--- config.mk ---
export PLATFORM = sky130hd
export DESIGN_NAME = wb_arbiter
export DESIGN_NICKNAME = d
export VERILOG_FILES = /design/src/rtl/wb_arbiter.sv
export SDC_FILE = /design/constraint.sdc
export NUM_CORES = 1
export LEC_CHECK = 0
export ABC_AREA = 1
export ABC_CLOCK_PERIOD_IN_PS = 3700
export CORE_AREA = 5 5 119 121
export CTS_CLUSTER_SIZE = 20
export DETAILED_ROUTE_END_ITERATION = 10
export DIE_AREA = 0 0 124 126
export PLACE_DENSITY = 0.65
export SLEW_MARGIN = 20
export SYNTH_ARGS = -nofsm -noshare
export SYNTH_HDL_FRONTEND = slang
export SYNTH_SLANG_ARGS = --single-unit
--- constraint.sdc ---
create_clock -name clk -period 3.7 [get_ports clk]
set_input_delay 0.74 -clock clk [delete_from_list [all_inputs] [get_ports clk]]
set_output_delay 0.74 -clock clk [all_outputs]
set_load 0.02 [all_outputs]
--- src/rtl/wb_arbiter.sv ---
// Two-master Wishbone arbiter with stall timeout and error pulse.
// Define WB_ARB_RR_EN to resolve simultaneous requests round-robin (default: master 0 wins).
module wb_arbiter #(
    parameter int unsigned TIMEOUT_CYC = 255
) (
    input  logic        clk,
    input  logic        rst,
    input  logic        m0_cyc_i,
    input  logic        m0_stb_i,
    input  logic        m0_we_i,
    input  logic [3:0]  m0_sel_i,
    input  logic [31:0] m0_addr_i,
    input  logic [31:0] m0_data_i,
    output logic [31:0] m0_data_o,
    output logic        m0_ack_o,
    output logic        m0_err_o,
    input  logic        m1_cyc_i,
    input  logic        m1_stb_i,
    input  logic        m1_we_i,
    input  logic [3:0]  m1_sel_i,
    input  logic [31:0] m1_addr_i,
    input  logic [31:0] m1_data_i,
    output logic [31:0] m1_data_o,
    output logic        m1_ack_o,
    output logic        m1_err_o,
    output logic        s_cyc_o,
    output logic        s_stb_o,
    output logic        s_we_o,
    output logic [3:0]  s_sel_o,
    output logic [31:0] s_addr_o,
    output logic [31:0] s_data_o,
    input  logic [31:0] s_data_i,
    input  logic        s_ack_i,
    output logic [1:0]  gnt_o
);

    localparam int unsigned CNT_W = 16;

    typedef enum logic [1:0] {
        IDLE = 2'd0,
        GNT0 = 2'd1,
        GNT1 = 2'd2
    } state_t;

    state_t             r_state;
    logic [1:0]         r_gnt;
    logic [1:0]         r_err;
    logic [CNT_W-1:0]   r_cnt;
`ifdef WB_ARB_RR_EN
    logic               r_last;
`endif

    logic w_sel0;
    logic w_sel1;
    logic w_pick1;
    logic w_timeout;

    // Arbitration decision used only while idle
    always_comb begin
`ifdef WB_ARB_RR_EN
        w_pick1 = m1_cyc_i && (!m0_cyc_i || !r_last);
`else
        w_pick1 = m1_cyc_i && !m0_cyc_i;
`endif
    end

    assign w_sel0    = (r_state == GNT0);
    assign w_sel1    = (r_state == GNT1);
    // An ack arriving in the expiry cycle completes the access instead of timing out
    assign w_timeout = (w_sel0 || w_sel1) && (r_cnt == CNT_W'(TIMEOUT_CYC)) && !s_ack_i;

    always_ff @(posedge clk) begin
        if (rst) begin
            r_state <= IDLE;
            r_gnt   <= 2'b00;
            r_err   <= 2'b00;
            r_cnt   <= '0;
`ifdef WB_ARB_RR_EN
            r_last  <= 1'b1;
`endif
        end else begin
            r_err <= 2'b00;
            case (r_state)
                IDLE: begin
                    r_cnt <= '0;
                    if (m0_cyc_i || m1_cyc_i) begin
                        r_state <= w_pick1 ? GNT1 : GNT0;
                        r_gnt   <= w_pick1 ? 2'b10 : 2'b01;
`ifdef WB_ARB_RR_EN
                        r_last  <= w_pick1;
`endif
                    end
                end
                GNT0, GNT1: begin
                    if (w_timeout || !s_cyc_o) begin
                        r_state <= IDLE;
                        r_gnt   <= 2'b00;
                        r_cnt   <= '0;
                        if (w_timeout) r_err <= r_gnt;
                    end else if (s_ack_i) begin
                        r_cnt <= '0;
                    end else if (s_stb_o) begin
                        r_cnt <= r_cnt + CNT_W'(1);
                    end
                end
                default: begin
                    r_state <= IDLE;
                    r_gnt   <= 2'b00;
                end
            endcase
        end
    end

    // Slave-side mux of the granted master; all zero while idle
    always_comb begin
        s_cyc_o  = 1'b0;
        s_stb_o  = 1'b0;
        s_we_o   = 1'b0;
        s_sel_o  = 4'h0;
        s_addr_o = 32'h0;
        s_data_o = 32'h0;
        if (w_sel0) begin
            s_cyc_o  = m0_cyc_i;
            s_stb_o  = m0_stb_i;
            s_we_o   = m0_we_i;
            s_sel_o  = m0_sel_i;
            s_addr_o = m0_addr_i;
            s_data_o = m0_data_i;
        end else if (w_sel1) begin
            s_cyc_o  = m1_cyc_i;
            s_stb_o  = m1_stb_i;
            s_we_o   = m1_we_i;
            s_sel_o  = m1_sel_i;
            s_addr_o = m1_addr_i;
            s_data_o = m1_data_i;
        end
    end

    assign m0_ack_o  = w_sel0 && s_ack_i;
    assign m1_ack_o  = w_sel1 && s_ack_i;
    assign m0_data_o = (w_sel0 && s_ack_i) ? s_data_i : 32'h0;
    assign m1_data_o = (w_sel1 && s_ack_i) ? s_data_i : 32'h0;
    assign m0_err_o  = r_err[0];
    assign m1_err_o  = r_err[1];
    assign gnt_o     = r_gnt;

endmodule
* Yosys cells after proc, flatten, opt, wreduce, memory -nomap -nowiden
Cells that the tools add are included.
Widths: inputs -> output; s select.
** Storage, ports and cells
- Register bits :: 20
- Input port bits :: 177
- Output and inout bits :: 141
- Logic and storage cells :: 52
** Cells by class
- Add/sub/neg operators :: 1
- Equal/unequal tests :: 6
- Muxes and demuxes :: 22
- Bitwise operators :: 3
- Reductions and logical operators :: 17
** Operator list (count)
- $mux 32 :: 6
- $mux 16 :: 3
- $pmux 16 s2 :: 1
- $add 16x1->16 const B :: 1
- $eq 16x8->1 const B :: 1
- $mux 4 :: 2
- $mux 1 :: 6
- $mux 2 :: 3
- $logic_and 1x1->1 :: 5
- $ne 2x2->1 const B :: 2
- $ne 4x4->1 const B :: 1
- $pmux 2 s2 :: 1
- $reduce_and 2->1 :: 2
- $reduce_or 4->1 :: 1
- $logic_not 1->1 :: 3
- $logic_or 1x1->1 :: 3
- $not 1->1 :: 3
- $eq 2x1->1 const B :: 1
- $eq 2x2->1 const B :: 1
- $logic_not 2->1 :: 1
- $reduce_bool 2->1 :: 1
- $reduce_or 2->1 :: 1

* Longest topological paths before layout
Gate-level depths: netlist (run 1).
- Depth in word-level cells :: 7
- Mapped depth :: 13
- Gate-level depth less buffers :: 12

* Worst setup path before layout (run 1)
OpenSTA, ideal clock, no wires.
- Path type :: reg-to-output
- From :: register, netlist name gnt_o[1]
- To :: output s_addr_o[24]
- Arrival time :: 1.842 ns
- Required time :: 2.960 ns
- Setup slack :: 1.118 ns
- Stages on the path, launching flop included :: 9
- Path buffers :: 3
- Cell sequence :: dfxtp_1 -> inv_1 -> ha_1 -> buf_4 -> inv_2 -> clkbuf_1 -> buf_1 -> nand3_1 -> nand2_1
** RTL lines
- end, declared :: RTL line 30 : output logic [31:0] s_addr_o,

* Final worst setup path (run 1)
- From :: input s_ack_i
- To :: output m0_data_o[16]
** On the way
- Longest elaborated chain between the ends :: 2
** Ends and longest elaborated chain
- start, declared :: RTL line 33 : input logic s_ack_i,
- $logic_and 1x1->1 :: RTL line 141 : assign m0_data_o = (w_sel0 && s_ack_i) ? s_data_i : 32'h0;
- $mux 32 :: RTL line 141
- end, declared :: RTL line 14 : output logic [31:0] m0_data_o,
Every way passes these cells.

==> impl_results.html, run 1 <==
<table>
<tr><th>Metric</th><th>Value</th></tr>
<tr><th colspan="2">Power and ir drop</th></tr>
<tr><td>Internal power consumption</td><td>0.787 mW</td></tr>
<tr><td>Share of power burned in the clock network</td><td>24.9%</td></tr>
<tr><td>LEAKAGE</td><td>2.71 nW</td></tr>
<tr><td>Sequential cell fraction of total power</td><td>around a fifth</td></tr>
<tr><td>Overall power consumption</td><td>1.21 mW</td></tr>
<tr><td>Switching portion of total power</td><td>a little over a third</td></tr>
<tr><td>Power share of the combinational group</td><td>56.5%</td></tr>
<tr><td>Total power density per cell area</td><td>just under 200 nW/um^2</td></tr>
<tr><td>Maximum vdd ir drop</td><td>0.176 mV</td></tr>
<tr><td>Net switching power</td><td>about 0.42 mW</td></tr>
<tr><th colspan="2">CTS</th></tr>
<tr><td>Maximum level of the CTS H-tree</td><td>1</td></tr>
<tr><td>Setup Buffers After CTS</td><td>0</td></tr>
<tr><td>Clock root buffer</td><td>clkbuf_16</td></tr>
<tr><td>TritonCTS clock tree</td><td>yes</td></tr>
<tr><td>Insertion delay to the later sink of the worst-skew pair</td><td>250 ps</td></tr>
<tr><td>Number of hold-repair buffers added at the cts stage</td><td>0</td></tr>
<tr><td>TritonCTS Sinks</td><td>20</td></tr>
<tr><td>Clock Pin Slew Worst Setup and Hold Paths</td><td>60 ps</td></tr>
<tr><td># resized after CTS</td><td>0</td></tr>
<tr><td>Max Buffers Root-to-Sink</td><td>2</td></tr>
<tr><td>CTS buffer count</td><td>3</td></tr>
<tr><th colspan="2">Floorplan</th></tr>
<tr><td>Placeable core region</td><td>13000 um^2</td></tr>
<tr><td>Die Outline Area</td><td>15600 um^2</td></tr>
<tr><td>Die Width</td><td>124 um</td></tr>
<tr><td>Starting density of the core</td><td>20.7%</td></tr>
<tr><td>Vertical die dimension</td><td>126 um</td></tr>
<tr><td>Number of placed I/O pins</td><td>around 320</td></tr>
<tr><td>Rows</td><td>42</td></tr>
<tr><th colspan="2">GRT</th></tr>
<tr><td>Global-route wire length before repair</td><td>approximately 25000 um</td></tr>
<tr><td>GRT overflow</td><td>0</td></tr>
<tr><td>Overall fraction of global-route tracks in use</td><td>20.3%</td></tr>
<tr><td>Via count of the first global-routing pass</td><td>3999</td></tr>
<tr><td>Initial antenna violation count</td><td>0</td></tr>
<tr><td>Maximum number of pins on one net before global-route repair</td><td>73</td></tr>
<tr><th colspan="2">Timing</th></tr>
<tr><td>Post-layout min period</td><td>3210 ps</td></tr>
<tr><td>Final number of max-transition violations</td><td>0</td></tr>
<tr><td>Worst slack on hold paths</td><td>around 500 ps</td></tr>
<tr><td>Setup TNS Final</td><td>0 ps</td></tr>
<tr><td>Relative slew margins</td><td>63.9%</td></tr>
<tr><td>Max Fclk</td><td>0.311 GHz</td></tr>
<tr><td>Period utilization</td><td>86.8%</td></tr>
<tr><td>Worst clock skew</td><td>2.88 ps</td></tr>
<tr><td>RSZ-0062 raised after global routing</td><td>no</td></tr>
<tr><td>Final Hold Fails</td><td>0</td></tr>
<tr><td>Worst-case setup margin in the final layout</td><td>487 ps</td></tr>
<tr><td>Transition time at the pin with the least slew margin</td><td>541 ps</td></tr>
<tr><td>Final-report setup violation count</td><td>0</td></tr>
<tr><th colspan="2">Placement</th></tr>
<tr><td>PortBufs</td><td>317</td></tr>
<tr><td>Placement-stage worst setup slack</td><td>between 400 and 500 ps</td></tr>
<tr><td>DP HPWL</td><td>approximately 14000 um</td></tr>
<tr><td>Dpl cell area</td><td>6000 um^2</td></tr>
<tr><td>RD Place Congestion</td><td>0.905</td></tr>
<tr><th colspan="2">Critical path</th></tr>
<tr><td>Setup crit end</td><td>m0_data_o[16]</td></tr>
<tr><td>Reg-to-reg setup timing slack</td><td>1280 ps</td></tr>
<tr><td>Maximum net fanout on the critical path</td><td>33</td></tr>
<tr><td>Setup crit start kind</td><td>primary input</td></tr>
<tr><td>Worst Setup SP</td><td>s_ack_i</td></tr>
<tr><td>Kind of capture point of the worst setup path</td><td>output pin</td></tr>
<tr><td>Crit Reg-Reg Endpoint</td><td>r_cnt[7]</td></tr>
<tr><td>Data arrival time at the worst-slack endpoint</td><td>2470 ps</td></tr>
<tr><td>Cell depth of the worst flop-to-flop path</td><td>13</td></tr>
<tr><td>Critical R2R Launch</td><td>gnt_o[0]</td></tr>
<tr><td>Kind of critical path</td><td>primary input to output pin</td></tr>
<tr><td>CP required</td><td>2960 ps</td></tr>
<tr><th colspan="2">Synthesis</th></tr>
<tr><td>Ranking of synthesized cells by area</td><td>nand2_1 (26%), nor2_1 (16%), dfxtp_1 (15%)</td></tr>
<tr><td>Share of the synthesized area in the top cell type</td><td>25.6%</td></tr>
<tr><td>Count of synthesis-stage warnings from yosys</td><td>0</td></tr>
<tr><td>Post-synth ARST share</td><td>0%</td></tr>
<tr><td>Synthesis-stage register bit count</td><td>20</td></tr>
<tr><td>Number of library cell types mapped by synthesis</td><td>29</td></tr>
<tr><td>Leading register cell type out of synthesis</td><td>dfxtp_1</td></tr>
<tr><td>Synth Area per Inst</td><td>between 4 and 5 um^2</td></tr>
<tr><td>Number of flops mapped to enable cells by yosys</td><td>0</td></tr>
<tr><td>Dominant cell type by area after synthesis</td><td>nand2_1</td></tr>
<tr><td>Leading cell type by number of instances after synthesis</td><td>nand2_1</td></tr>
<tr><td>Seq/Total Area, Yosys</td><td>14.9%</td></tr>
<tr><td>Cell Area, Synth</td><td>2690 um^2</td></tr>
<tr><td>Post-synth net total</td><td>between 700 and 800</td></tr>
<tr><td>Post-synthesis instance total</td><td>541</td></tr>
<tr><td>Most used standard cells in the synthesized netlist</td><td>nand2_1 (183), nor2_1 (112), nand3_1 (80)</td></tr>
<tr><th colspan="2">Route</th></tr>
<tr><td>Number of nets with antenna violations after detailed routing</td><td>0</td></tr>
<tr><td>Final wirelength</td><td>17400 um</td></tr>
<tr><td>Post-DR wirelength/cell</td><td>17.2 um</td></tr>
<tr><td>Vias after detailed routing</td><td>~4400</td></tr>
<tr><td>Initial drt markers</td><td>328</td></tr>
<tr><td>Number of optimization iterations in the first detailed-route pass</td><td>4</td></tr>
<tr><td>Per-cell via count in the routed design</td><td>4.32</td></tr>
<tr><td>Number of design rule violations left after detail routing</td><td>0</td></tr>
<tr><th colspan="2">Cells and area</th></tr>
<tr><td>Area of combinational cells with multiple inputs</td><td>1900 um^2</td></tr>
<tr><td>Final std cell area, no fill</td><td>6110 um^2</td></tr>
<tr><td>Fraction of final layout cells with drive strength greater than 1</td><td>approximately 3%</td></tr>
<tr><td>Footprint of the flip-flops and latches</td><td>between 400 and 500 um^2</td></tr>
<tr><td>Antenna diodes</td><td>0</td></tr>
<tr><td>Count of fill cells added during filler insertion</td><td>1336</td></tr>
<tr><td>Synthesis-to-finish area growth</td><td>127%</td></tr>
<tr><td>Number of nets in the layout</td><td>1017</td></tr>
<tr><th colspan="2">Min path</th></tr>
<tr><td>Path type of the worst min-delay path</td><td>flip-flop to flip-flop</td></tr>
<tr><td>Depth of the worst hold-timing path</td><td>2</td></tr>
<tr><th colspan="2">Job</th></tr>
<tr><td>Number of maximum-capacitance violations</td><td>0</td></tr>
<tr><th colspan="2">Status</th></tr>
<tr><td>Status</td><td>complete, no violations</td></tr>
</table>
==> layout make-up <==
type	count	area share (%)
clock inverters	1	0.492
clock buffers	3	1.23
repair buffers	322	53.2
multi-input cells	427	31.1
flip-flops and latches	20	6.55
inverters	61	3.83
well taps	176	3.61
==> registers in the layout, summed over array words and instances, names as in the netlist <==
signal / flops
r_cnt: 16
r_err: 2
gnt_o: 2
==> layer usage <==
metal	wire length [um]	share of wire (%)	track usage, %	vias to the layer above
li1	-	-	-	2247
met1	7210	41	25.9	1937
met2	8290	48	34.6	156
met3	1620	9.3	5.16	19
met4	292	1.7	3.80	0
met5	0	0	0	-
==> power by group through the flow <==
stage	Sequential, mW	Combinational (mW)	Clock [mW]
6_report	0.226	0.684	0.301
4_1_cts	0.226	0.689	0.306
3_3_place_gp	0.230	0.684	0
5_1_grt	0.227	0.725	0.316
3_5_place_dp	0.230	0.685	0
2_1_floorplan	0.231	0.268	0
==> critical path, cell delays in order <==
cell,delay (ps)
clkdlybuf4s50_1,590
nand2_1,90
buf_4,250
nor2_1,160
clkdlybuf4s50_1,620
==> cells by family after synthesis <==
group | after synthesis | synth area share [%]
XOR/XNOR | 6 | 1.96
buffers and inverters | 94 | 14.5
AO/OA/AOI/OAI | 24 | 5.50
flip-flops | 20 | 14.9
adder cells (fa/ha/maj) | 5 | 2.33
AND/OR/NAND/NOR | 392 | 60.8
==> stage by stage <==
step,util (%),instances
4_1_cts,47.1,1010
6_report,47.1,1010
3_5_place_dp,46.3,1006
2_1_floorplan,-,541
5_1_grt,47.1,1010
3_3_place_gp,46.3,1006
==> worst min-delay path by stage <==
| stage | slack, ps | to | from |
|---|---|---|---|
| 2_1_floorplan | 480 | r_cnt[1] | r_cnt[1] |
| 3_3_place_gp | 500 | r_cnt[1] | r_cnt[1] |
| 3_5_place_dp | 510 | r_cnt[1] | r_cnt[1] |
| 4_1_cts | 520 | r_cnt[1] | r_cnt[1] |
| 5_1_grt | 550 | r_cnt[1] | r_cnt[1] |
| 6_report | 510 | r_cnt[1] | r_cnt[1] |
==> cells in the final DEF, fill, tap and decap left out, drive strengths merged <==
| master | synthesis | final |
|---|---|---|
| clkdlybuf4s50 | 0 | 317 |
| nand2 | 186 | 186 |
| nor2 | 114 | 114 |
| nand3 | 82 | 82 |
| inv | 61 | 61 |
| dfxtp | 20 | 20 |
| o21ai | 14 | 14 |
| nand4 | 6 | 6 |
| xor2 | 5 | 5 |
| o21bai | 5 | 5 |
| a21oi | 5 | 5 |
| ha | 5 | 5 |
| buf | 9 | 5 |
| nor3 | 4 | 4 |
| clkbuf | 24 | 3 |
| xnor2 | 1 | 1 |
| bufinv | 0 | 1 |
Note: power is estimated with default switching activity, not from simulation.
==> run 2: changes to the inputs <==
--- a/config.mk
+++ b/config.mk
@@ -11,8 +11,8 @@
 export CTS_CLUSTER_SIZE = 20
 export DETAILED_ROUTE_END_ITERATION = 10
 export DIE_AREA = 0 0 124 126
+export GPL_ROUTABILITY_DRIVEN = 1
 export PLACE_DENSITY = 0.65
-export SLEW_MARGIN = 20
 export SYNTH_ARGS = -nofsm -noshare
 export SYNTH_HDL_FRONTEND = slang
 export SYNTH_SLANG_ARGS = --single-unit
==> results of run 2 <==
The final DEF is identical to that of run 1; final timing and power are the same.
